<file path="config.mk">
export PLATFORM = sky130hd
export DESIGN_NAME = layer_mem_arbiter
export DESIGN_NICKNAME = d
export VERILOG_FILES = /design/src/rtl/layer_mem_arbiter.sv
export SDC_FILE = /design/constraint.sdc
export NUM_CORES = 1
export LEC_CHECK = 0
export ABC_AREA = 0
export CORE_ASPECT_RATIO = 1.25
export CORE_MARGIN = 3
export CORE_UTILIZATION = 35
export CTS_CLUSTER_DIAMETER = 200
export DETAILED_ROUTE_END_ITERATION = 12
export PLACE_DENSITY = 0.86
export SLEW_MARGIN = 20
export SYNTH_ARGS = -nofsm -noshare
export SYNTH_HDL_FRONTEND = slang
export SYNTH_SLANG_ARGS = --single-unit
</file>
<file path="constraint.sdc">
create_clock -name clk -period 1.6 [get_ports clk]
set_input_delay 0.24 -clock clk [delete_from_list [all_inputs] [get_ports clk]]
set_output_delay 0.24 -clock clk [all_outputs]
set_load 0.05 [all_outputs]
</file>
<file path="src/rtl/layer_mem_arbiter.sv">
// Two-master arbiter for the layer memories: ownership FSM with burst-limited
// rotation, single access per cycle, registered read return per master.
module layer_mem_arbiter #(
  parameter int MAX_BURST = 4
) (
  input  logic        clk,
  input  logic        reset,
  input  logic        m0_req,
  input  logic        m0_wr,
  input  logic [2:0]  m0_sel,
  input  logic [11:0] m0_addr,
  input  logic [19:0] m0_wdata,
  input  logic        m1_req,
  input  logic        m1_wr,
  input  logic [2:0]  m1_sel,
  input  logic [11:0] m1_addr,
  input  logic [19:0] m1_wdata,
  output logic        m0_gnt,
  output logic        m1_gnt,
  output logic [19:0] m0_rdata,
  output logic [19:0] m1_rdata,
  output logic        m0_rvalid,
  output logic        m1_rvalid,
  output logic [2:0]  csel,
  output logic        cwr,
  output logic [11:0] caddr_wr,
  output logic [19:0] cdata_wr,
  output logic        crd,
  output logic [11:0] caddr_rd,
  input  logic [19:0] cdata_rd
);

  localparam logic [3:0] MAX_B = 4'(MAX_BURST);

  typedef enum logic [1:0] {IDLE, OWN0, OWN1} state_t;

  state_t      r_state, w_next;
  logic        r_last_owner;
  logic [3:0]  r_cnt, w_cnt_inc;
  logic        r_m0_vld_p1, r_m1_vld_p1;
  logic [19:0] r_m0_rdata_p1, r_m1_rdata_p1;

  logic        w_acc, w_own1, w_a_wr, w_sel_ok;
  logic [2:0]  w_a_sel;
  logic [11:0] w_a_addr;
  logic [19:0] w_a_wdata, w_rdata_in;

  // Access selection: the current owner's request is the only candidate
  assign m0_gnt    = (r_state == OWN0) && m0_req;
  assign m1_gnt    = (r_state == OWN1) && m1_req;
  assign w_acc     = m0_gnt || m1_gnt;
  assign w_own1    = (r_state == OWN1);
  assign w_a_wr    = w_own1 ? m1_wr    : m0_wr;
  assign w_a_sel   = w_own1 ? m1_sel   : m0_sel;
  assign w_a_addr  = w_own1 ? m1_addr  : m0_addr;
  assign w_a_wdata = w_own1 ? m1_wdata : m0_wdata;
  assign w_sel_ok  = (w_a_sel >= 3'd1) && (w_a_sel <= 3'd5);

  // Illegal selects are consumed silently: no strobe, and reads return zero
  assign cwr        = w_acc && w_a_wr && w_sel_ok;
  assign crd        = w_acc && !w_a_wr && w_sel_ok;
  assign csel       = (cwr || crd) ? w_a_sel : 3'd0;
  assign caddr_wr   = cwr ? w_a_addr : 12'd0;
  assign cdata_wr   = cwr ? w_a_wdata : 20'd0;
  assign caddr_rd   = crd ? w_a_addr : 12'd0;
  assign w_rdata_in = crd ? cdata_rd : 20'd0;

  assign w_cnt_inc = (r_cnt >= MAX_B) ? MAX_B : r_cnt + 4'd1;

  assign m0_rdata  = r_m0_rdata_p1;
  assign m1_rdata  = r_m1_rdata_p1;
  assign m0_rvalid = r_m0_vld_p1;
  assign m1_rvalid = r_m1_vld_p1;

  always_comb begin
    w_next = r_state;
    case (r_state)
      IDLE: begin
        if (m0_req && m1_req) w_next = r_last_owner ? OWN0 : OWN1;
        else if (m0_req)      w_next = OWN0;
        else if (m1_req)      w_next = OWN1;
      end
      OWN0: begin
        if (!m0_req)                          w_next = m1_req ? OWN1 : IDLE;
        else if (m1_req && w_cnt_inc == MAX_B) w_next = OWN1;
      end
      OWN1: begin
        if (!m1_req)                          w_next = m0_req ? OWN0 : IDLE;
        else if (m0_req && w_cnt_inc == MAX_B) w_next = OWN0;
      end
      default: w_next = IDLE;
    endcase
  end

  // Stage p0 -> p1: state update and read-data capture
  always_ff @(posedge clk or negedge reset) begin
    if (!reset) begin
      r_state       <= IDLE;
      r_last_owner  <= 1'b1;
      r_cnt         <= 4'd0;
      r_m0_vld_p1   <= 1'b0;
      r_m1_vld_p1   <= 1'b0;
      r_m0_rdata_p1 <= 20'd0;
      r_m1_rdata_p1 <= 20'd0;
    end else begin
      r_state <= w_next;
      if (w_next != r_state) r_cnt <= 4'd0;
      else if (w_acc)        r_cnt <= w_cnt_inc;
      if (w_next == OWN0 && r_state != OWN0) r_last_owner <= 1'b0;
      if (w_next == OWN1 && r_state != OWN1) r_last_owner <= 1'b1;
      r_m0_vld_p1 <= m0_gnt && !m0_wr;
      r_m1_vld_p1 <= m1_gnt && !m1_wr;
      if (m0_gnt && !m0_wr) r_m0_rdata_p1 <= w_rdata_in;
      if (m1_gnt && !m1_wr) r_m1_rdata_p1 <= w_rdata_in;
    end
  end

endmodule

</file>
==> flow_metrics.env <==
export IMPL_run_status="finished, violations left"
export IMPL_failed_checks="negative setup slack"
export IMPL_setup_ws_ps=-735
export IMPL_yosysTopAreaCellShare_pct=37.3
export IMPL_port_buffers=188
export IMPL_critical_path_most_common_cell="buf_12"
export IMPL_p_sw_share_pct=47.5
export IMPL_diodes=0
export IMPL_dieWidth_um=91.8
export IMPL_net_switching_power_w=0.00337
export IMPL_crit_chain="buf_4 -> nor2b_4 -> buf_12 -> a21oi_4 -> buf_12 -> a2111oi_4 -> buf_6"
export IMPL_grt_start_max_net_pins=41
export IMPL_fillCellCount=374
export IMPL_post_synth_inst_count=355
export IMPL_worstSkewPairLatency_ps=310
export IMPL_layout_core_utilization_pct=84.1
export IMPL_dr_wl_cell_um=28.2
export IMPL_max_freq_mhz=428
export IMPL_ant_nets=0
export IMPL_drt_first_pass_iters=5
export IMPL_first_pass_grt_wire_length_mm=26.9
export IMPL_critPathKind="register to output pin"
export IMPL_total_power_w=0.00709
export IMPL_worstPathRequired_ps=1360
export IMPL_sequentialPowerShare_pct=24.5
export IMPL_floorplan_die_area_sq_mm=0.0104
export IMPL_fin_worst_hold_slack_ps=425
export IMPL_netlist_top_cells_area="dfrtp_1 (37%), nand2_1 (10%), o41ai_2 (10%), o41ai_1 (5.7%), nor4_1 (5.1%)"
export IMPL_startpoint_type="register"
export IMPL_drive_above_1_share_pct=50.9
export IMPL_cts_root_cell="clkbuf_8"
export IMPL_hp_class="primary input to async pin"
export IMPL_worst_r2r_startpoint="r_state[1]$_DFF_PN0_"
export IMPL_fin_crit_ps=2340
export IMPL_grt_remaining_overflow=0
export IMPL_ir_drop_mv=1.07
export IMPL_p_int_w=0.00372
export IMPL_period_share_pct=146
export IMPL_place_detailed_hpwl_mm=10.4
export IMPL_synth_top_cells_by_count="nand2_1 (87), dfrtp_1 (48), nor4_1 (26), inv_1 (23), clkbuf_1 (22)"
export IMPL_design_final_nets=685
export IMPL_cts_sinks=49
export IMPL_ys_dominant_reg_cell="dfrtp_1"
export IMPL_timing_max_cap_violations=0
export IMPL_setup_tns_ps=-38460
export IMPL_post_synth_num_cell_types=42
export IMPL_timing_reg2reg_setup_slack_ps=-270
export IMPL_clk_pin_slew_ps=100
export IMPL_ioPinCount=189
export IMPL_slew_limit_fails=0
export IMPL_clock_skew_final_ps=15.3
export IMPL_first_global_vias=4522
export IMPL_worst_path_cell_with_the_longest_stage_delay="dfrtp_1"
export IMPL_area_growth_pct=130
export IMPL_grt_setup_unrepaired="true"
export IMPL_drt_wl_total_mm=20.0
export IMPL_worst_slew_pin_slew_ps=589
export IMPL_cts_tree="yes"
export IMPL_ctsLongestPathBuffers=2
export IMPL_cp_slowest_stage_delay_ps=390
export IMPL_track_usage_pct=33.7
export IMPL_asyncSetResetFlopFracSynth_pct=100
export IMPL_cts_buffers_inserted=5
export IMPL_dpl_worst_slack_ps=-617
export IMPL_initial_utilization_pct=36.6
export IMPL_yosys_cell_count_top_type="nand2_1"
export IMPL_design_core_area_sq_mm=0.00880
export IMPL_syn_area_per_cell_sq_um=9.06
export IMPL_combinational_share_of_power_pct=62.2
export IMPL_cts_htree_levels=2
export IMPL_leakage_nw=3.06
export IMPL_power_share_clock_pct=13.3
export IMPL_area_sequential_sq_mm=0.00123
export IMPL_worst_r2r_endpoint="m0_rdata[1]$_DFFE_PN0P_"
export IMPL_synth_yosys_seq_area_share_pct=38.2
export IMPL_detailroute_via_count=4402
export IMPL_dieHeight_um=113
export IMPL_cp_data_arrival_time_ps=2100
export IMPL_synth_net_count=452
export IMPL_number_of_antenna_violations_at_the_first_check_in_global_routing=1
export IMPL_worst_path_max_fanout=10
export IMPL_ys_warn_count=0
export IMPL_post_synth_edffs=0
export IMPL_hold_viol=0
export IMPL_multi_input_area_sq_mm=0.00290
export IMPL_r2r_cells=6
export IMPL_synth_ff_latch_count=49
export IMPL_placement_rows=38
export IMPL_drc=0
export IMPL_timing_final_setup_violations=93
export IMPL_cellPowerDensity_mw_per_mm2=959
export IMPL_syn_cell_area_sq_mm=0.00322
export IMPL_synthDominantAreaCellType="dfrtp_1"
export IMPL_initialDrtViolationCount=295
export IMPL_timing_slew_headroom_pct=60.6
export IMPL_critical_path_endpoint_type="output pin"
export IMPL_place_gp_congestion=0.825
export IMPL_drt_vias_per_instance=6.21
[critical path, delay by kind of cell (launching register included)]
kind / cells / cell delay [ps]
compound gates: 2 / 490
buf+inv: 4 / 760
flops: 1 / 390
simple gates: 1 / 130
[metal layers]
layer  part of all wire, %  track usage, %
met3                   8.4            9.71
met2                    51            59.9
met4                   5.6            17.3
met1                    35            36.0
met5                 0.065               0
[kinds of logic after synthesis]
family	Yosys count	share of synthesized area, %
buffers and inverters	68	9.49
and+or+nand+nor	142	21.3
DFF	49	38.2
xor gates and xnor gates	1	0.272
AOI/OAI and AO/OA	81	26.3
adders and majority gates	1	0.389
muxes	13	4.04
[timing repair]
item / CTS / global route
buffers inserted: 11 / 6
gates cloned: 8 / 3
endpoints found under the setup margin: 92 / 96
pin swaps: 7 / 19
resized for setup: 103 / 28
endpoints found under the hold margin: 15 / 0
hold buffers: 1 / 0
[power by group through the flow]
stage / Clock [W] / Sequential, W / Combinational [W]
final: 0.000946 / 0.00174 / 0.00441
after global routing: 0.000989 / 0.00176 / 0.00454
after CTS: 0.000943 / 0.00170 / 0.00410
after detailed placement: 0 / 0.00172 / 0.00369
after global placement: 0 / 0.00171 / 0.00358
after floorplan: 0 / 0.00258 / 0.00159
[placed cells by master (no fill, tap or decap), types with 4 or more instances in the layout]
cell / synthesis / routed
clkdlybuf4s50_1: 0 / 89
nand2_1: 87 / 86
buf_4: 0 / 81
buf_6: 4 / 51
dfrtp_1: 48 / 48
o41ai_2: 20 / 33
buf_12: 0 / 28
nor4_4: 0 / 25
inv_1: 23 / 23
a2111oi_4: 0 / 20
mux2i_4: 0 / 7
clkbuf_8: 0 / 6
nand3b_1: 5 / 5
or3_4: 1 / 5
buf_16: 0 / 5
dlygate4sd2_1: 0 / 5
o41ai_1: 21 / 4
o41ai_4: 0 / 4
[flip-flops by register name, summed over array words and instances (netlist names)]
| signal | count |
|---|---|
| r_last_owner | 1 |
| m1_rdata | 20 |
| m0_rvalid | 1 |
| m0_rdata | 20 |
| m1_rvalid | 1 |
| r_cnt | 4 |
| r_state | 2 |
[area by class of cell]
type / instances / share of cell area (%)
Clock buffer: 6 / 1.12
Timing Repair Buffer: 265 / 39.3
Multi-Input combinational cell: 242 / 39.2
Sequential cell: 49 / 16.6
Tap cell: 120 / 2.03
Inverter: 25 / 1.27
Clock inverter: 2 / 0.507
[worst max-delay path by stage]
stage	from	to	slack (ps)
6_report	r_state[0]$_DFF_PN0_	cdata_wr[16]	-740
5_1_grt	r_state[1]$_DFF_PN0_	csel[0]	-790
4_1_cts	r_state[1]$_DFF_PN0_	caddr_wr[7]	-660
3_5_place_dp	m0_sel[1]	caddr_rd[0]	-620
3_3_place_gp	m0_sel[2]	caddr_rd[1]	-550
2_1_floorplan	r_state[1]$_DFF_PN0_	cdata_wr[10]	-570
[stage by stage]
step	cell area (sq um)	instances
detailed placement	6350	674
global route	7400	709
floorplan	4260	355
finish	7400	709
global placement	6350	674
CTS	7160	701
Power figures use the tool's default switching activity.
